**config.mk**
```make
export PLATFORM = sky130hd
export DESIGN_NAME = fft_band_meter_flat
export DESIGN_NICKNAME = d
export VERILOG_FILES = /design/src/rtl/fft_band_meter_pkg.sv /design/src/rtl/fft_band_meter_if.sv /design/src/rtl/fft_band_meter_band_peak_hold.sv /design/src/rtl/fft_band_meter.sv /design/src/flat_wrapper.sv
export SDC_FILE = /design/constraint.sdc
export NUM_CORES = 2
export LEC_CHECK = 0
export BUFFER_PORTS_ARGS = -buffer_cell sky130_fd_sc_hd__clkbuf_2
export CAP_MARGIN = 20
export CORE_MARGIN = 4
export CORE_UTILIZATION = 45
export DETAILED_ROUTE_END_ITERATION = 6
export PLACE_DENSITY_LB_ADDON = 0.08
export SYNTH_ARGS = -nofsm -noshare
export SYNTH_HDL_FRONTEND = slang
export SYNTH_SLANG_ARGS = --single-unit
```
**constraint.sdc**
```tcl
create_clock -name clk -period 10 [get_ports clk]
set_input_delay 3 -clock clk [delete_from_list [all_inputs] [get_ports clk]]
set_output_delay 3 -clock clk [all_outputs]
set_load 0.02 [all_outputs]
```
**src/rtl/fft_band_meter_pkg.sv**
```systemverilog
// fft_view_pkg
// Shared definitions for the FFT band meter:
//   - display mode encoding for the 'mode' input
//   - bins_per_band : FFT bins folded into one display band
//   - sum_width     : band accumulator width, wide enough that a full band of
//                     maximum-magnitude bins can never wrap
//   - band_of       : band number that a bin index belongs to
package fft_view_pkg;

  // Display mode encoding
  localparam logic MODE_PWM       = 1'b0;
  localparam logic MODE_THRESHOLD = 1'b1;

  // Only the lower half of the FFT output (positive frequencies) is displayed,
  // so the N/2 useful bins are split evenly over the bands.
  function automatic int bins_per_band(input int n, input int num_bands);
    return n / (2 * num_bands);
  endfunction

  // One extra bit per doubling of bins in a band keeps the sum exact.
  function automatic int sum_width(input int data_w, input int n, input int num_bands);
    return data_w + $clog2(bins_per_band(n, num_bands));
  endfunction

  function automatic int band_of(input int index, input int n, input int num_bands);
    return index / bins_per_band(n, num_bands);
  endfunction

endpackage

```
**src/rtl/fft_band_meter_if.sv**
```systemverilog
// fft_band_meter_if
// Beat stream from the FFT core into the band meter.
//   fft_valid : beat valid (driven by master)
//   fft_ready : beat accept (driven by slave)
//   fft_index : bin index of the beat, $clog2(N) bits
//   fft_data  : unsigned bin magnitude, DATA_W bits
interface fft_band_meter_if #(
  parameter int N      = 1024,
  parameter int DATA_W = 65
);

  logic                 fft_valid;
  logic                 fft_ready;
  logic [$clog2(N)-1:0] fft_index;
  logic [DATA_W-1:0]    fft_data;

  modport master (
    output fft_valid,
    output fft_index,
    output fft_data,
    input  fft_ready
  );

  modport slave (
    input  fft_valid,
    input  fft_index,
    input  fft_data,
    output fft_ready
  );

endinterface

```
**src/rtl/fft_band_meter_band_peak_hold.sv**
```systemverilog
// band_peak_hold
// Converts one band's accumulated sum to a display level and keeps a
// peak-hold value with linear decay.
//   clk, reset : clock and synchronous active-high reset
//   update     : take a new frame's sum into the held level this cycle
//   sum        : band sum, SUM_W bits
//   held       : held display level, PWM_W bits
module band_peak_hold #(
  parameter int SUM_W       = 70,
  parameter int PWM_W       = 8,
  parameter int LEVEL_SHIFT = 24,
  parameter int DECAY       = 4
) (
  input  logic             clk,
  input  logic             reset,
  input  logic             update,
  input  logic [SUM_W-1:0] sum,
  output logic [PWM_W-1:0] held
);

  localparam int LEVEL_MAX = (1 << PWM_W) - 1;

  logic [SUM_W-1:0] shifted;
  logic [PWM_W-1:0] new_level;
  logic [PWM_W-1:0] decayed;

  // Saturate against the full-width shifted sum so large sums clip to full
  // scale instead of wrapping through the narrow level field.
  always_comb begin
    shifted = sum >> LEVEL_SHIFT;
    if (shifted > SUM_W'(LEVEL_MAX)) begin
      new_level = PWM_W'(LEVEL_MAX);
    end else begin
      new_level = shifted[PWM_W-1:0];
    end

    // Decay floors at zero rather than wrapping to a bright level.
    if (int'(held) > DECAY) begin
      decayed = held - PWM_W'(DECAY);
    end else begin
      decayed = '0;
    end
  end

  always_ff @(posedge clk) begin
    if (reset) begin
      held <= '0;
    end else if (update) begin
      held <= (new_level >= held) ? new_level : decayed;
    end
  end

endmodule

```
**src/rtl/fft_band_meter.sv**
```systemverilog
// fft_band_meter
// Folds the lower half of each FFT frame into NUM_BANDS band sums, converts
// them to peak-held levels once per frame and drives one LED per band, either
// as a PWM bargraph or as an on/off threshold display.
//   clk, reset : clock and synchronous active-high reset
//   fft        : beat stream (slave side of fft_band_meter_if)
//   mode       : 0 = PWM bargraph, 1 = threshold display
//   threshold  : on-level for threshold display
//   freeze     : hold displayed levels across frame commits
//   led        : per-band LED drive (registered)
//   level      : held levels, band k at [k*PWM_W +: PWM_W]
//   frame_done : one-cycle pulse when a frame commits
module fft_band_meter
  import fft_view_pkg::*;
#(
  parameter int N           = 1024,
  parameter int NUM_BANDS   = 16,
  parameter int DATA_W      = 65,
  parameter int PWM_W       = 8,
  parameter int LEVEL_SHIFT = 24,
  parameter int DECAY       = 4
) (
  input  logic                       clk,
  input  logic                       reset,
  fft_band_meter_if.slave            fft,
  input  logic                       mode,
  input  logic [PWM_W-1:0]           threshold,
  input  logic                       freeze,
  output logic [NUM_BANDS-1:0]       led,
  output logic [NUM_BANDS*PWM_W-1:0] level,
  output logic                       frame_done
);

  localparam int IDX_W  = $clog2(N);
  localparam int BINS   = bins_per_band(N, NUM_BANDS);
  localparam int SUM_W  = sum_width(DATA_W, N, NUM_BANDS);
  localparam int BAND_W = (NUM_BANDS > 1) ? $clog2(NUM_BANDS) : 1;

  logic              accept;
  logic              in_lower_half;
  logic              first_of_band;
  logic              commit;
  logic [BAND_W-1:0] beat_band;

  logic [SUM_W-1:0]  acc [NUM_BANDS];
  logic [PWM_W-1:0]  held [NUM_BANDS];
  logic [PWM_W-1:0]  pwm_cnt;
  logic [NUM_BANDS-1:0] led_next;

  assign fft.fft_ready = ~reset;

  // Beat decode. The last bin of the frame lives in the ignored upper half,
  // so committing it never races with an accumulator write.
  always_comb begin
    accept        = fft.fft_valid & fft.fft_ready;
    in_lower_half = fft.fft_index < IDX_W'(N / 2);
    first_of_band = (fft.fft_index & IDX_W'(BINS - 1)) == '0;
    beat_band     = BAND_W'(band_of(int'(fft.fft_index), N, NUM_BANDS));
    commit        = accept & (fft.fft_index == IDX_W'(N - 1));
  end

  // Band accumulators: one write per cycle into the addressed band. The first
  // bin of a band restarts its sum, so no separate frame clear is needed.
  always_ff @(posedge clk) begin
    if (reset) begin
      for (int b = 0; b < NUM_BANDS; b++) begin
        acc[b] <= '0;
      end
    end else if (accept && in_lower_half) begin
      if (first_of_band) begin
        acc[beat_band] <= SUM_W'(fft.fft_data);
      end else begin
        acc[beat_band] <= acc[beat_band] + SUM_W'(fft.fft_data);
      end
    end
  end

  // Per-band level conversion and peak hold. Freeze suppresses the update
  // but the frame still reports completion.
  for (genvar k = 0; k < NUM_BANDS; k++) begin : g_band
    band_peak_hold #(
      .SUM_W       (SUM_W),
      .PWM_W       (PWM_W),
      .LEVEL_SHIFT (LEVEL_SHIFT),
      .DECAY       (DECAY)
    ) u_hold (
      .clk    (clk),
      .reset  (reset),
      .update (commit & ~freeze),
      .sum    (acc[k]),
      .held   (held[k])
    );

    assign level[k*PWM_W +: PWM_W] = held[k];
  end

  always_ff @(posedge clk) begin
    if (reset) begin
      frame_done <= 1'b0;
    end else begin
      frame_done <= commit;
    end
  end

  // Free-running brightness counter; wraps naturally at full scale.
  always_ff @(posedge clk) begin
    if (reset) begin
      pwm_cnt <= '0;
    end else begin
      pwm_cnt <= pwm_cnt + 1'b1;
    end
  end

  // A held level of L lights the LED for L of every 2^PWM_W counter values.
  always_comb begin
    led_next = '0;
    for (int k = 0; k < NUM_BANDS; k++) begin
      case (mode)
        MODE_PWM:       led_next[k] = pwm_cnt < held[k];
        MODE_THRESHOLD: led_next[k] = held[k] >= threshold;
        default:        led_next[k] = 1'b0;
      endcase
    end
  end

  always_ff @(posedge clk) begin
    if (reset) begin
      led <= '0;
    end else begin
      led <= led_next;
    end
  end

endmodule

```
**src/flat_wrapper.sv**
```systemverilog
// flat-port wrapper written by rule: the top's interface ports become plain ports
module fft_band_meter_flat import fft_view_pkg::*;
#(
  parameter int N           = 1024,
  parameter int NUM_BANDS   = 16,
  parameter int DATA_W      = 65,
  parameter int PWM_W       = 8,
  parameter int LEVEL_SHIFT = 24,
  parameter int DECAY       = 4
)
  (clk, reset, mode, threshold, freeze, led, level, frame_done, fft_fft_valid, fft_fft_index, fft_fft_data, fft_fft_ready);
  fft_band_meter_if #(.N(N), .DATA_W(DATA_W)) fft_i ();
  input  logic clk;
  input  logic reset;
  input  logic mode;
  input  logic [PWM_W-1:0] threshold;
  input  logic freeze;
  output logic [NUM_BANDS-1:0] led;
  output logic [NUM_BANDS*PWM_W-1:0] level;
  output logic frame_done;
  input wire logic [$bits(fft_i.fft_valid)-1:0] fft_fft_valid;
  input wire logic [$bits(fft_i.fft_index)-1:0] fft_fft_index;
  input wire logic [$bits(fft_i.fft_data)-1:0] fft_fft_data;
  output wire logic [$bits(fft_i.fft_ready)-1:0] fft_fft_ready;
  assign fft_i.fft_valid = fft_fft_valid;
  assign fft_i.fft_index = fft_fft_index;
  assign fft_i.fft_data = fft_fft_data;
  assign fft_fft_ready = fft_i.fft_ready;
  fft_band_meter #(.N(N), .NUM_BANDS(NUM_BANDS), .DATA_W(DATA_W), .PWM_W(PWM_W), .LEVEL_SHIFT(LEVEL_SHIFT), .DECAY(DECAY)) u_core (.clk(clk), .reset(reset), .fft(fft_i), .mode(mode), .threshold(threshold), .freeze(freeze), .led(led), .level(level), .frame_done(frame_done));
endmodule
```
# ---- After elaboration in Yosys (flattened, before gate mapping)
# Memories as Yosys holds them, arrays and structs flattened.
# Index checks and enable logic that the tools add are counted.
dict set report word_totals {
  register_bits 153
  input_bits 88
  ramBits 1120
  elab_cells 208
  memories 1
}
dict set report classes {
  n_addsub 18
  order_cmp 81
  bitwise 7
  mux 78
  n_reduce_logical 3
  n_eq_ne 1
}
# name depth word_bits rd rd_clocked_by_memory_dff write_ports line_no
set memory_table {}
lappend memory_table {u_core.acc 16 70 17 0 16 fft_band_meter.sv:45} ;# logic [SUM_W-1:0] acc [NUM_BANDS];
# cell n
set op_table {}
lappend op_table {{$gt A46 B8 Y1 const B} 16}
lappend op_table {{$mux W8} 48}
lappend op_table {{$ge A8 B8 Y1} 32}
lappend op_table {{$mux W70} 2}
lappend op_table {{$gt A8 B3 Y1 const B} 16}
lappend op_table {{$lt A8 B8 Y1} 16}
lappend op_table {{$sub A8 B3 Y8 const B} 16}
lappend op_table {{$add A70 B65 Y70} 1}
lappend op_table {{$reduce_or A70 Y1} 1}
lappend op_table {{$pmux W1 S2} 16}
lappend op_table {{$mux W1} 11}
lappend op_table {{$eq A10 B10 Y1 const B} 1}
lappend op_table {{$logic_not A10 Y1} 1}
lappend op_table {{$lt A10 B10 Y1 const B} 1}
lappend op_table {{$add A8 B1 Y8 const B} 1}
lappend op_table {{$mux W4} 1}
lappend op_table {{$and A1 B1 Y1} 3}
lappend op_table {{$not A1 Y1} 3}
lappend op_table {{$logic_and A1 B1 Y1} 1}
lappend op_table {{$or A1 B1 Y1} 1}

# ---- Logic depth before layout (Yosys ltp)
dict set report logic_depth {
  ltp_word 9
  depth_mapped 22
  depth_no_buf 17
}

# ---- By module
# From an unflattened synthesis, not the netlist that was laid out.
dict set report hier_totals {
  cells_unflattened 6168
  hier_area_um2 71368.4
}
# module cells_per_inst seq_area_each_um2 n_inst area_each_um2
set by_module_without_submodules {}
lappend by_module_without_submodules {fft_band_meter 4424 34132.7 1 58295.9}
lappend by_module_without_submodules {band_peak_hold 109 160.2 16 817.0}

# ---- Worst setup path after synthesis
# OpenSTA, ideal clock, no wires.
dict set report synth_timing {
  kind {input port to flip-flop}
  from {input port fft_fft_index[5]}
  to {memory u_core.acc[0][58], data pin}
  path_stages 21
  arrival_ns 8.531
  required_ns 9.734
  slack_ns 1.203
  path_buffers 6
  setup_time_ns 0.266
  cell_sequence {buf_2 -> buf_2 -> buf_2 -> clkbuf_1 -> buf_1 -> mux4_2 -> mux4_2 -> ha_1 -> fa_1 -> a211oi_1 -> nor2_1 -> o31ai_2 -> o21ai_2 -> a41oi_1 -> o31ai_1 -> a31o_2 -> a21oi_1 -> xnor2_1 -> mux2i_2 -> buf_2 -> nor2_1}
}
# element line_no
set synth_lines {}
lappend synth_lines {{start, declared} flat_wrapper.sv:22} ;# input wire logic [$bits(fft_i.fft_index)-1:0] fft_fft_index;
lappend synth_lines {{end, declared} fft_band_meter.sv:45}

==> summary.md <==
| Metric | Value |
|---|---|
| #FFs+latches synth | 1273 |
| Tightest Hold Check Type | reg2reg |
| Placed cell count | 7915 |
| Count of cell types in the netlist | 78 |
| Maximum vdd drop | 0.153 mV |
| Max Root-Sink Buffers | 3 |
| Final Hold Viols | 0 |
| First-pass iteration count of the detailed router | 5 |
| WP data arrival | 9.55 ns |
| Die Width | 399 um |
| Die footprint | 159000 um2 |
| WS Path Type | in2reg |
| Top-area cell type share of the netlist area | 48.9% |
| Minimum period implied by the final worst setup slack | 9.06 ns |
| Reg area | 36700 um2 |
| Fin Setup TNS | 0 ns |
| Synth area leader | edfxtp_1 |
| Worst flop-to-flop path startpoint | u_core.acc[15][19] |
| DR DRC count | 0 |
| Asr flop ratio synth | 0% |
| Initial Utilization | 45.3% |
| Cts repair resizes | 0 |
| Post-CTS setup repair buffer count | 0 |
| Clock Skew | 0.0286 ns |
| Leak | 0.0290 uW |
| CP startpoint kind | input port |
| Worst slew pin tran | 1.15 ns |
| Avg Cell Area, Syn | 11.8 um2 |
| Layout fillers | 13.3k |
| Total wire length | 255 mm |
| Synth area leaders | edfxtp_1, mux4_2, ha_1 |
| Max Slew Vio Count | 0 |
| Area growth syn-to-layout | 12.7% |
| Grt total ovfl | 0 |
| Core Region | 152000 um2 |
| Clock latency at the later pin of the worst-skew pair | 0.78 ns |
| Final ANT Viol Nets | 0 |
| EDFF count, synth | 1120 |
| Place WS | 0.488 ns |
| Worst setup margin | 0.935 ns |
| Most common cell in the netlist | nor2_1 |
| Via density | 6.22 |
| GP Congestion | 0.973 |
| Top cells by count, synth | nor2_1, edfxtp_1, ha_1 |
| Multi-input gate area | 30200 um2 |
| Power, Total | 13000 uW |
| Fraction of layout cells with a size suffix above 1 | 17.1% |
| Crit path from | fft_fft_index[5] |
| CTS tree | yes |
| Syn nets | 6397 |
| Final setup viols | 0 |
| Fmax | 0.110 GHz |
| Post-Synthesis Cells | 5842 |
| Number of global-route vias before repair | 49.2k |
| Global-route wire length before repair | 362 mm |
| Row cnt | 143 |
| Finished Layout Cells | 8190 |
| CTS sink cnt | 1273 |
| DR vias | 50.9k |
| 1st-iter DRT viols | 6268 |
| Synth warn | 0 |
| RSZ-0062 raised after global routing | false |
| Max-cap violations | 0 |
| Nets@finish | 6590 |
| Total GRT Usage | 31.7% |
| # hold bufs at CTS | 0 |
| Reg2reg setup slack | 3.73 ns |
| P per Cell Area | 168 nW/um2 |
| Register area share after synthesis | 53.4% |
| Final worst-path cycle share | 90.6% |
| Initial antenna violation count | 18 |
| CTS Root Buffer Type | clkbuf_16 |
| DPL Wire Length | 173 mm |
| Max_slew headroom | 22.8% |
| CP max FO | 49 |
| Worst endpoint required time | 10.48 ns |
| H-tree depth | 4 |
| Status | finished, final reports clean |
| Wire per inst | 31.2 um |
| Clk slew on worst S/H paths | 0.06 ns |
| Largest net degree at the start of global routing | 136 |
| IO buf count | 233 |
| # IOs | 234 |
| Top_reg_cell synth | edfxtp_1 |
| Die Ht | 399 um |
| HP Start | u_core.pwm_cnt[0] |
| CTS Buf Count | 146 |
| CP endpoint kind | flip-flop |
| Synth Cell Area | 68800 um2 |
cell usage in the layout, fill, tap and decap left out, drive strengths merged, types with 60 or more instances in the layout:
cell type  count
a21o          76
nor3          60
nand2        163
xnor2         78
edfxtp      1120
mux4         349
nor2        1422
buf          159
clkbuf       416
a21oi        262
ha           466
o21ai        222
nor2b         94
nand3         77
inv          229
nand2b       120
nand4         73
nor4         161
dfxtp        153
through the flow:
stage | area, um2 | hold slack (ns) | util (%)
2_1_floorplan | 68800 | 0.491 | -
3_3_place_gp | 72700 | 0.478 | 47.9
3_5_place_dp | 72800 | 0.488 | 47.9
4_1_cts | 77500 | 0.501 | 51.0
5_1_grt | 77500 | 0.504 | 51.0
6_report | 77500 | 0.506 | 51.0
kinds of logic after synthesis:
kind of cell	count (synthesis)	share of synthesized area [%]
muxes	382	11.9
buffers and inverters	566	3.17
AOI/OAI and AO/OA	795	7.14
and+or+nand+nor	2250	14.5
adders and majority gates	467	8.51
DFF	1273	53.4
xor gates and xnor gates	109	1.40
sequential cells by signal, indices dropped and copies added (netlist names):
signal / cells
u_core.acc: 1120
u_core.g_band.u_hold.held: 128
u_core.led: 16
u_core.pwm_cnt: 8
u_core.frame_done: 1
worst max-delay path, stage by stage:
cell and delay [ns]:
buf_8 0.46, buf_12 0.30, mux4_2 0.53, mux4_2 0.53
ha_1 0.50, nand4_1 0.28, nor4_1 0.77, a31oi_1 0.49
o41ai_4 0.54, a31oi_1 0.34, a311oi_2 0.61, nand3_1 0.21
xnor2_2 0.71, nor2_1 0.13
final timing paths:
check,end,cells past startpoint
worst max-delay path,u_core.acc[5][67],14
worst min-delay path,u_core.pwm_cnt[0],1
worst max register to register,u_core.acc[5][67],12
worst min register to register,u_core.pwm_cnt[0],1
layout make-up:
class                      count  area share (%)
multi-input combinational   4003            39.0
timing repair buffer         388            3.21
clock inverter                78           0.973
antenna                        8          0.0258
tap                         2030            3.28
sequential                  1273            47.3
inverter                     223            1.08
clock buffer                 187            5.13
report_power, final:
group / switching [uW] / internal [uW]
logic: 1020 / 553
registers: 108 / 5940
clock network: 2280 / 3130
layer usage:
metal  vias to the layer above  GRT usage, %  share of wire [%]
li1                      22005             -                  -
met1                     25659          44.0                 41
met2                      2810          49.8                 46
met3                       438          6.85                9.9
met4                        10          10.5                3.6
met5                         -             0              0.024
No activity file was read; power rests on OpenSTA's default activity.
